--- src/rtl/paddle_ctrl.sv ---
// paddle_ctrl: per-frame pong paddle position controller with speed ramp and clamping.
// Optional ball tracking is enabled by defining AUTO_TRACK_EN (adds auto_mode and ball_y ports).
module paddle_ctrl #(
  parameter int PADDLE_HEIGHT = 100,
  parameter int V_RES         = 480,
  parameter int START_Y       = 190,
  parameter int SPEED_MIN     = 2,
  parameter int SPEED_MAX     = 8,
  parameter int RAMP_FRAMES   = 8
) (
  input  logic       clk_pix,
  input  logic       rst_pix,
  input  logic       frame,
  input  logic       btn_up,
  input  logic       btn_down,
  input  logic       serve,
`ifdef AUTO_TRACK_EN
  input  logic       auto_mode,
  input  logic [9:0] ball_y,
`endif
  output logic [9:0] pad_top_pixel,
  output logic       moving
);
  typedef enum logic [1:0] {IDLE, UP, DOWN} state_t;
  localparam logic [10:0] LIM  = 11'(V_RES - PADDLE_HEIGHT);
  localparam logic [7:0]  SMIN = 8'(SPEED_MIN);
  localparam logic [7:0]  SMAX = 8'(SPEED_MAX);
  localparam logic [7:0]  RAMP = 8'(RAMP_FRAMES);
  state_t state, state_n, req;
  logic [1:0] up_sync, dn_sync;
  logic [7:0] speed, speed_n, cnt, cnt_n, spd_eff, cnt_inc;
  logic [10:0] pad, spd11, pad_mv;
  logic [9:0] pad_n;
  logic moved, moving_n, ramp, fixed_speed;
`ifdef AUTO_TRACK_EN
  logic signed [10:0] tgt_s;
  logic [10:0] tgt;
  always_comb begin
    tgt_s = $signed({1'b0, ball_y}) - $signed(11'(PADDLE_HEIGHT / 2));
    tgt   = tgt_s[10] ? 11'd0 : (11'(tgt_s) > LIM ? LIM : 11'(tgt_s));
  end
  assign fixed_speed = auto_mode;
  assign req = auto_mode ? ((pad + 11'd4 < tgt) ? DOWN : (pad > tgt + 11'd4) ? UP : IDLE)
             : (up_sync[1] & ~dn_sync[1]) ? UP : (dn_sync[1] & ~up_sync[1]) ? DOWN : IDLE;
`else
  assign fixed_speed = 1'b0;
  assign req = (up_sync[1] & ~dn_sync[1]) ? UP : (dn_sync[1] & ~up_sync[1]) ? DOWN : IDLE;
`endif
  assign pad = {1'b0, pad_top_pixel};
  // A fresh direction restarts the ramp; the clamp test uses the speed actually applied.
  assign spd_eff = (state != req || fixed_speed) ? SMIN : speed;
  assign spd11   = {3'b0, spd_eff};
  assign pad_mv  = req == UP   ? (pad < spd11 ? 11'd0 : pad - spd11)
                 : req == DOWN ? (pad + spd11 > LIM ? LIM : pad + spd11) : pad;
  assign moved   = pad_mv != pad;
  assign cnt_inc = (state != req ? 8'd0 : cnt) + {7'd0, moved};
  assign ramp    = cnt_inc == RAMP;
  always_comb begin
    state_n  = state;
    speed_n  = speed;
    cnt_n    = cnt;
    pad_n    = pad_top_pixel;
    moving_n = moving;
    if (serve) begin
      state_n  = IDLE;
      speed_n  = SMIN;
      cnt_n    = 8'd0;
      pad_n    = 10'(START_Y);
      moving_n = 1'b0;
    end else if (frame) begin
      state_n  = req;
      pad_n    = pad_mv[9:0];
      moving_n = moved;
      speed_n  = (req == IDLE || fixed_speed) ? SMIN
               : ramp ? (spd_eff >= SMAX ? SMAX : spd_eff + 8'd1) : spd_eff;
      cnt_n    = (req == IDLE || fixed_speed || ramp) ? 8'd0 : cnt_inc;
    end
  end
  always_ff @(posedge clk_pix) begin
    if (rst_pix) begin
      up_sync       <= 2'b0;
      dn_sync       <= 2'b0;
      state         <= IDLE;
      speed         <= SMIN;
      cnt           <= 8'd0;
      pad_top_pixel <= 10'(START_Y);
      moving        <= 1'b0;
    end else begin
      up_sync       <= {up_sync[0], btn_up};
      dn_sync       <= {dn_sync[0], btn_down};
      state         <= state_n;
      speed         <= speed_n;
      cnt           <= cnt_n;
      pad_top_pixel <= pad_n;
      moving        <= moving_n;
    end
  end
endmodule
--- config.mk ---
export PLATFORM = sky130hd
export DESIGN_NAME = paddle_ctrl
export DESIGN_NICKNAME = d
export VERILOG_FILES = /design/src/rtl/paddle_ctrl.sv
export SDC_FILE = /design/constraint.sdc
export NUM_CORES = 1
export LEC_CHECK = 0
export ABC_CLOCK_PERIOD_IN_PS = 8300
export CAP_MARGIN = 20
export CORE_ASPECT_RATIO = 1.75
export CORE_MARGIN = 3
export CORE_UTILIZATION = 60
export CTS_CLUSTER_SIZE = 24
export DETAILED_ROUTE_END_ITERATION = 8
export GPL_ROUTABILITY_DRIVEN = 0
export HOLD_SLACK_MARGIN = 0.02
export MAX_ROUTING_LAYER = met4
export PLACE_DENSITY = 0.9
export REMOVE_ABC_BUFFERS = 1
export SETUP_SLACK_MARGIN = 0.1
export SYNTH_ARGS = -nofsm -noshare
export SYNTH_HDL_FRONTEND = slang
export SYNTH_SLANG_ARGS = --single-unit
--- constraint.sdc ---
create_clock -name clk_pix -period 8.3 [get_ports clk_pix]
set_input_delay 1.66 -clock clk_pix [delete_from_list [all_inputs] [get_ports clk_pix]]
set_output_delay 1.66 -clock clk_pix [all_outputs]
set_load 0.03 [all_outputs]
==> out/metrics.yaml, run 1 <==
status: "complete, no violations"
routed_via_density: 7.04
dp_cells: 526
async_reset_ff_share_pct: 0
cts_setup_buffers: 0
num_rows: 35
netlist_area_sq_um: 3360
diodes: 0
portBuffers: 16
r2r_cells: 27
fin_skew_ps: 16.2
p_leak_uw: 0.00140
grt_max_degree: 33
clkLatencyLatePin_ps: 290
pre_cts_ws_ps: 1190
setup_viol: 0
min_from: "up_sync[0]$_SDFF_PP0_"
grt_pass1_vias: 3592
period_minus_slack_ps: 7320
synth_compound_area_share_pct: 30.7
cp.required_ps: 8470
fmax_ghz: 0.137
area_delta_synth_final_pct: 8.52
htree_num_levels: 2
yosysUniqueCellTypes: 73
fillers: 466
core-area_sq_um: 5340
die_w_microns: 62.6
muxShareOfSynthArea_pct: 1.56
clk_pin_slew_ps: 60
worst_slack_ps: 978
synth_fa_ha_area_share_pct: 9.00
crit_path_max_fanout: 10
clockRootBuffer: "clkbuf_8"
antenna_found_initial: 0
cts_max_path_buffers: 2
cts_hold_buf: 0
max-cap-violations: 0
path_depth: 27
first_pass_iters: 5
grt_busiest_layer: "met2"
num_vias: 3758
cts_buffers: 5
rsz0062_at_grt: "false"
ant_nets: 0
synth-main-ff-cell: "dfxtp_1"
r2r_slack_ps: 980
ir_drop_mv: 0.111
grt_pass1_wl_microns: 17000
slowest_stage: "nor2_1"
crit_path_frequent_cell: "ha_1"
fin_hold_ws_ps: 455
die_y_microns: 105
layout_common_cells: "49 x nor2_1, 45 x nand2_1, 33 x dfxtp_1"
slew_headroom_pct: 41.7
r2r_end: "speed[4]$_SDFFE_PP0P_"
layout-drive-gt1-share_pct: 5.87
drc: 0
io_pins: 17
synth-seq-cells: 33
met2_usage_pct: 57.1
cp_num_buf_inv: 2
setup.worst_path.class: "flip-flop to flip-flop"
hold_class: "flip-flop to flip-flop"
grtUsageMet1_pct: 32.9
drt-initial-drc-count: 476
hold_path_depth: 1
cts_tree: "built"
cts_num_sinks: 33
nets: 488
cp-start-kind: "flip-flop"
die_area_sq_um: 6570
use_met3_pct: 5.48
drv_slew: 0
overflow: 0
fin_tns_setup_ps: 0
wl_per_cell_microns: 19.6
initial_core_util_pct: 63.0
hpwl_microns: 7770
arrival_ps: 7490
synth_xor_xnor_area_share_pct: 4.61
syn_inst: 455
yosys.area_share.simple_pct: 29.1
rr_startpoint: "up_sync[1]$_SDFF_PP0_"
crit_path_max_incr_delay_ps: 530
hold_viol_final: 0
instances_no_fill: 534
finalWirelength_microns: 10400
holdPathEnd: "up_sync[1]$_SDFF_PP0_"
final_common_cell: "nor2_1"
ys_seq_area_share_pct: 19.6
endpoint_kind: "flip-flop"
power_density_nw_per_um2: 110
synth.avg_cell_area_sq_um: 7.39
critPathTopFamily: "simple AND/OR/NAND/NOR gates"
synth_top_family_by_area: "compound AO/OA/AOI/OAI gates"
cts_resized: 0
synth-edff-count: 0
worst_slew_pin_slew_ps: 871
grt_use_total_pct: 33.2
fin_crit_sh_pct: 88.2
yosys_warnings: 0
-- cells in the mapped netlist (all sizes together) (3+ instances only) --
master  instances  share of area (%)
ha             21                7.8
or2             3               0.63
o211a           3                1.1
a221o           3               0.89
o32a            3               0.89
o21ai          32                4.8
nor3            8                1.2
inv            21                2.3
a31oi           6                1.1
a21o            4               0.89
and3            8                1.5
o22ai           5               0.93
xnor2           7                2.3
nor4            6                1.3
xor2            9                2.3
nand4b          4                1.0
a311oi          7                1.8
nand2          45                5.0
nand3          15                2.2
nor4b           3               0.78
nor2           50                5.8
clkbuf         15                1.7
a21oi          31                4.7
nand2b          8                1.5
nand3b          4               0.89
and2           10                1.9
o21a            6                1.3
o221ai          3               0.78
or3             6                1.1
buf             6                1.2
a32oi           5                1.3
mux2i           3               0.89
nor2b           8                1.5
a211oi          8                1.9
dfxtp          33                 20
o211ai          7                1.7
-- worst register-to-register path, delay by kind of cell (launching register included) --
kind,cells,cell delay (ps)
AO/OA/AOI/OAI,5,950
flip-flops,1,330
adder cells (fa/ha/maj),5,1260
XOR/XNOR,2,400
AND/OR/NAND/NOR,13,3970
buffers and inverters,2,300
-- power by group --
| group | switching [uW] | leakage (uW) | total (uW) | internal, uW |
|---|---|---|---|---|
| sequential | 3.94 | 0.000268 | 165 | 161 |
| clock | 59.9 | 0.0000585 | 158 | 97.9 |
| combinational | 50.9 | 0.00108 | 79.8 | 28.9 |
-- state kept, by name, summed over array words and instances, names as in the netlist --
register       count
pad_top_pixel     10
speed              8
up_sync            2
moving             1
cnt                8
state              2
dn_sync            2
-- worst max-delay path by stage --
stage	from	endpoint	slack, ps
floorplan	dn_sync[1]$_SDFF_PP0_	speed[1]$_SDFFE_PP1P_	1890
global placement	up_sync[1]$_SDFF_PP0_	speed[1]$_SDFFE_PP1P_	1470
detailed placement	up_sync[1]$_SDFF_PP0_	speed[5]$_SDFFE_PP0P_	1190
CTS	up_sync[1]$_SDFF_PP0_	speed[4]$_SDFFE_PP0P_	1090
global route	up_sync[1]$_SDFF_PP0_	speed[4]$_SDFFE_PP0P_	580
finish	up_sync[1]$_SDFF_PP0_	speed[4]$_SDFFE_PP0P_	980
-- stage by stage --
stage          area [sq um]  util, %  total power (uW)
6_report               3650     68.3               402
5_1_grt                3650     68.3               415
4_1_cts                3650     68.3               400
3_5_place_dp           3530     66.1               244
3_3_place_gp           3530     66.1               242
2_1_floorplan          3270        -               219
-- routing by layer --
metal	share of wire (%)	up-vias
met4	8.5	0
met2	50	236
met3	7.8	91
met1	34	1739
met5	0	-
li1	-	1692
-- cells by family after synthesis --
kind of cell | after synthesis
compound gates | 146
xor+xnor | 16
fa+ha+maj | 23
buf+inv | 44
flops | 33
mux | 5
simple gates | 188
-- cell type report --
cell class	count	area [sq um]	area share [%]
Multi-Input combinational cell	378	2520	69.0
Sequential cell	33	661	18.1
Timing Repair Buffer	18	175	4.80
Tap cell	74	92.6	2.54
Clock buffer	7	86.3	2.37
Inverter	23	86.3	2.37
Clock inverter	1	30.0	0.823
Power figures use the tool's default switching activity.
==> run 2, diff against run 1 <==
Settings changed: CTS_BUF_LIST set to sky130_fd_sc_hd__clkbuf_4 sky130_fd_sc_hd__clkbuf_8.
==> out/metrics.yaml, run 2 (synthesized netlist as in run 1, its figures left out) <==
status: "complete, no violations"  # unchanged
ir_drop_mv: 0.121  # was 0.111 mV
largest_reg_flops: 10  # unchanged
final_common_cell: "nor2_1"  # unchanged
rr_startpoint: "up_sync[1]$_SDFF_PP0_"  # unchanged
ant_nets: 0  # unchanged
max-cap-violations: 0  # unchanged
finalWirelength_microns: 10400  # about the same
layout_common_cells: "49 x nor2_1, 45 x nand2_1, 33 x dfxtp_1"  # unchanged
cts_tree: "built"  # unchanged
period_minus_slack_ps: 7340  # was 7320 ps
die_w_microns: 62.6  # unchanged
r2r_cells: 27  # unchanged
routed_via_density: 7.05  # was 7.04
htree_num_levels: 2  # unchanged
setup_viol: 0  # unchanged
io_pins: 17  # unchanged
r2r_slack_ps: 960  # was 980 ps
regMostFlops: "pad_top_pixel"  # unchanged
fin_skew_ps: 17.1  # was 16.2 ps
top_regs: "pad_top_pixel x10, cnt x8, speed x8"  # unchanged
clkLatencyLatePin_ps: 300  # was 290 ps
grt_use_total_pct: 33.1  # was 33.2%
hold_class: "flip-flop to flip-flop"  # unchanged
overflow: 0  # unchanged
slew_headroom_pct: 43.3  # was 41.7%
cts_setup_buffers: 0  # unchanged
area_delta_synth_final_pct: 8.63  # was 8.52%
drc: 0  # unchanged
cts_max_path_buffers: 2  # unchanged
grt_max_degree: 33  # unchanged
critPathLaunch: "up_sync[1]$_SDFF_PP0_"  # unchanged
layout-drive-gt1-share_pct: 6.09  # was 5.87%
rsz0062_at_grt: "false"  # unchanged
p_leak_uw: 0.00141  # was 0.00140 uW
arrival_ps: 7510  # was 7490 ps
clk_pin_slew_ps: 60  # about the same
first_pass_iters: 7  # was 5
antenna_found_initial: 0  # unchanged
setup.worst_path.class: "flip-flop to flip-flop"  # unchanged
nets: 488  # unchanged
drv_slew: 0  # unchanged
portBuffers: 16  # unchanged
place_area_sq_um: 3530  # unchanged
diodes: 0  # unchanged
num_rows: 35  # unchanged
endpoint_kind: "flip-flop"  # unchanged
fin_crit_sh_pct: 88.5  # was 88.2%
cts_num_sinks: 33  # unchanged
hpwl_microns: 7770  # unchanged
fmax_ghz: 0.136  # was 0.137 GHz
crit_path_max_fanout: 10  # unchanged
num_vias: 3764  # was 3758
clockRootBuffer: "clkbuf_8"  # unchanged
die_y_microns: 105  # unchanged
cts_resized: 0  # unchanged
initial_core_util_pct: 63.0  # unchanged
die_area_sq_um: 6570  # unchanged
worst_slew_pin_slew_ps: 847  # was 871 ps
r2r_end: "speed[4]$_SDFFE_PP0P_"  # unchanged
power_density_nw_per_um2: 111  # was 110 nW/um^2
grt_pass1_wl_microns: 17000  # about the same
drt-initial-drc-count: 445  # was 476
fin_tns_setup_ps: 0  # unchanged
cp-start-kind: "flip-flop"  # unchanged
hold_viol_final: 0  # unchanged
core-area_sq_um: 5340  # unchanged
cts_buffers: 5  # unchanged
grt_pass1_vias: 3567  # was 3592
endpoint: "speed[4]$_SDFFE_PP0P_"  # unchanged
hold_path_depth: 1  # unchanged
wl_per_cell_microns: 19.6  # about the same
cts_hold_buf: 0  # unchanged
cp.required_ps: 8470  # about the same
fin_area_sq_um: 3650  # about the same
-- run 2: changes by cell type in the layout (fill, tap and decap cells not counted) --
cell      change
clkbuf_1      -1
clkbuf_4      +1
-- run 2: worst min path at each step --
| stage | start | end | slack, ps |
|---|---|---|---|
| floorplan | dn_sync[0]$_SDFF_PP0_ | dn_sync[1]$_SDFF_PP0_ | 410 |
| global placement | dn_sync[0]$_SDFF_PP0_ | dn_sync[1]$_SDFF_PP0_ | 420 |
| detailed placement | up_sync[0]$_SDFF_PP0_ | up_sync[1]$_SDFF_PP0_ | 450 |
| CTS | up_sync[0]$_SDFF_PP0_ | up_sync[1]$_SDFF_PP0_ | 460 |
| global route | dn_sync[0]$_SDFF_PP0_ | dn_sync[1]$_SDFF_PP0_ | 470 |
| finish | up_sync[0]$_SDFF_PP0_ | up_sync[1]$_SDFF_PP0_ | 460 |
-- run 2: where the power goes --
group | switching [uW] | internal, uW | total, uW
clock | 60.2 | 101 | 161
sequential | 4.03 | 161 | 165
combinational | 50.5 | 28.9 | 79.4
-- run 2: layer usage --
layer | up-vias | GRT usage, % | wire (microns)
met2 | 245 | 57.1 | 5250
met1 | 1732 | 32.7 | 3500
met4 | 0 | 25.1 | 911
met5 | - | - | 0
met3 | 98 | 5.59 | 792
li1 | 1689 | - | -
-- run 2: per-stage QoR --
step                      setup WS (ps)  total power (uW)  std cells  hold WS [ps]  utilization (%)
final                               957               406        534           455             68.4
after global routing                578               418        534           468             68.4
after CTS                          1090               403        534           458             68.4
after detailed placement           1190               244        526           449             66.1
after global placement             1470               242        526           424             66.1
after floorplan                    1890               219        434           414                -
-- run 2: worst max-delay path, cell delays in order (launching register included) --
cell      delay (ps)
dfxtp_1          330
inv_1             60
ha_1             250
xor2_1           200
nor2_1           550
nand2_1          160
inv_1            220
ha_1             260
fa_1             230
nor3b_2          410
nor3_1           170
and2_1           200
or3_1            420
a21oi_2          250
or3b_1           380
a211oi_1         150
nor4b_1          420
nand2_1          110
ha_1             250
ha_1             260
nand3_1          190
xor2_1           200
o21ai_0          100
or3_1            330
or4_1            470
o21ai_0          280
a21oi_1          160
and2_1           200
-- run 2: final cells by class --
| class | count | area [sq um] |
|---|---|---|
| fill | 466 | 1690 |
| inverter | 23 | 86.3 |
| clock buffer | 7 | 90.1 |
| tap | 74 | 92.6 |
| timing repair buffer | 18 | 175 |
| clock inverter | 1 | 30.0 |
| sequential | 33 | 661 |
| multi-input combinational | 378 | 2520 |
==> run 3, diff against run 2 <==
Settings changed: CORE_MARGIN 3 to 2.
==> out/metrics.yaml, run 3 (synthesized netlist as in run 1, its figures left out) <==
cp.required_ps: 8460  # was 8470 ps
cts_tree: "built"  # unchanged
p_leak_uw: 0.00140  # was 0.00141 uW
hold_class: "flip-flop to flip-flop"  # unchanged
endpoint_kind: "flip-flop"  # unchanged
min_from: "up_sync[0]$_SDFF_PP0_"  # unchanged
p_total_uw: 366  # was 406 uW
regMostFlops: "pad_top_pixel"  # unchanged
die_area_sq_um: 6240  # was 6570 sq um
drt-initial-drc-count: 495  # was 445
status: "complete, no violations"  # unchanged
critPathTopFamily: "simple AND/OR/NAND/NOR gates"  # unchanged
clk_pin_slew_ps: 70  # was 60 ps
r2r_slack_ps: 780  # was 960 ps
layout-drive-gt1-share_pct: 6.29  # was 6.09%
first_pass_iters: 8  # was 7
diodes: 0  # unchanged
die_y_microns: 103  # was 105 microns
wl_per_cell_microns: 19.3  # was 19.6 microns
portBuffers: 16  # unchanged
initial_core_util_pct: 61.2  # was 63.0%
pre_cts_ws_ps: 1130  # was 1190 ps
crit_path_max_incr_delay_ps: 550  # about the same
routed_via_density: 6.94  # was 7.05
fmax_ghz: 0.133  # was 0.136 GHz
core-area_sq_um: 5500  # was 5340 sq um
seq_area_sq_um: 661  # unchanged
num_vias: 3728  # was 3764
worst_slack_ps: 775  # was 957 ps
cts_buffers: 5  # unchanged
cts_num_sinks: 33  # unchanged
setup_viol: 0  # unchanged
rr_startpoint: "up_sync[1]$_SDFF_PP0_"  # unchanged
cp-start-kind: "flip-flop"  # unchanged
power_density_nw_per_um2: 101  # was 111 nW/um^2
arrival_ps: 7690  # was 7510 ps
fin_tns_setup_ps: 0  # unchanged
top_regs: "pad_top_pixel x10, cnt x8, speed x8"  # unchanged
rsz0062_at_grt: "false"  # unchanged
num_rows: 36  # was 35
slew_headroom_pct: 45.3  # was 43.3%
antenna_found_initial: 0  # unchanged
cp_num_buf_inv: 2  # unchanged
fillers: 508  # was 466
cts_resized: 0  # unchanged
area_delta_synth_final_pct: 7.92  # was 8.63%
htree_num_levels: 2  # unchanged
clockRootBuffer: "clkbuf_8"  # unchanged
drv_slew: 0  # unchanged
grt_pass1_vias: 3581  # was 3567
r2r_end: "speed[1]$_SDFFE_PP1P_"  # was speed[4]$_SDFFE_PP0P_
cts_setup_buffers: 0  # unchanged
hpwl_microns: 7650  # was 7770 microns
drc: 0  # unchanged
fin_skew_ps: 7.85  # was 17.1 ps
final_common_cell: "nor2_1"  # unchanged
r2r_cells: 26  # was 27
nets: 489  # was 488
worst_slew_pin_slew_ps: 820  # was 847 ps
period_minus_slack_ps: 7520  # was 7340 ps
ant_nets: 0  # unchanged
crit_path_max_fanout: 10  # unchanged
crit_path_frequent_cell: "ha_1"  # unchanged
clkLatencyLatePin_ps: 290  # was 300 ps
io_pins: 17  # unchanged
critPathLaunch: "up_sync[1]$_SDFF_PP0_"  # unchanged
hold_viol_final: 0  # unchanged
grt_use_total_pct: 37.9  # was 33.1%
setup.worst_path.class: "flip-flop to flip-flop"  # unchanged
fin_crit_sh_pct: 90.7  # was 88.5%
slowest_stage: "nor2_1"  # unchanged
die_w_microns: 60.6  # was 62.6 microns
overflow: 0  # unchanged
ir_drop_mv: 0.106  # was 0.121 mV
cts_max_path_buffers: 2  # unchanged
grt_max_degree: 33  # unchanged
multi_input_area_sq_um: 2520  # unchanged
cts_hold_buf: 0  # unchanged
layout_common_cells: "49 x nor2_1, 45 x nand2_1, 33 x dfxtp_1"  # unchanged
largest_reg_flops: 10  # unchanged
max-cap-violations: 0  # unchanged
path_depth: 26  # was 27
endpoint: "speed[1]$_SDFFE_PP1P_"  # was speed[4]$_SDFFE_PP0P_
finalWirelength_microns: 10400  # about the same
grt_pass1_wl_microns: 17300  # was 17000 microns
[run 3: changes by cell type in the layout (fill, tap and decap cells not counted)]
cell / delta
clkbuf_8: -1
buf_4: +1
bufinv_16: -1
clkinv_2: +2
[run 3: worst min-delay path by stage]
stage                            endpoint  slack [ps]  cells after the start
floorplan           dn_sync[1]$_SDFF_PP0_         410                      1
global placement    dn_sync[1]$_SDFF_PP0_         430                      1
detailed placement  up_sync[1]$_SDFF_PP0_         430                      1
CTS                 up_sync[1]$_SDFF_PP0_         450                      1
global route        up_sync[1]$_SDFF_PP0_         450                      1
finish              up_sync[1]$_SDFF_PP0_         450                      1
[run 3: stage by stage]
stage          cell area (sq um)  hold WS, ps  util, %  cells
2_1_floorplan               3270          414        -    434
3_3_place_gp                3540          432     64.5    529
3_5_place_dp                3540          429     64.5    529
4_1_cts                     3630          445     66.1    537
5_1_grt                     3630          451     66.1    537
6_report                    3630          446     66.1    537
[run 3: final cells by class]
| class | count | area share, % |
|---|---|---|
| Multi-Input combinational cell | 378 | 69.4 |
| Inverter | 23 | 2.38 |
| Clock inverter | 2 | 0.276 |
| Clock buffer | 6 | 2.10 |
| Tap cell | 76 | 2.62 |
| Sequential cell | 33 | 18.2 |
| Timing Repair Buffer | 19 | 5.03 |
[run 3: power by group]
group | internal, uW | switching [uW] | total, uW
Combinational | 29.2 | 50.8 | 80.0
Sequential | 161 | 3.76 | 164
Clock | 61.3 | 60.2 | 122
[run 3: worst reg2reg max path, stage by stage (launching register included)]
cell and delay [ps]:
dfxtp_1 340, inv_1 70, ha_1 260, xor2_1 180
nor2_1 550, nand2_1 170, inv_1 250, ha_1 280
fa_1 230, nor3b_2 500, nor3_1 180, and2_1 200
or3_1 410, a21oi_2 240, or3b_1 420, a211oi_1 150
nor4b_1 460, nand2_1 110, ha_1 250, ha_1 250
nand3_1 190, xor2_1 190, o21ai_0 90, or3_1 330
or4_1 480, a2111oi_0 460, o21ai_0 150
[run 3: metal layers]
layer  global-route usage, %  part of all wire, %
met5                       -                    0
met4                    26.9                  7.8
met3                    7.78                  7.6
met2                    61.6                   49
met1                    39.2                   35
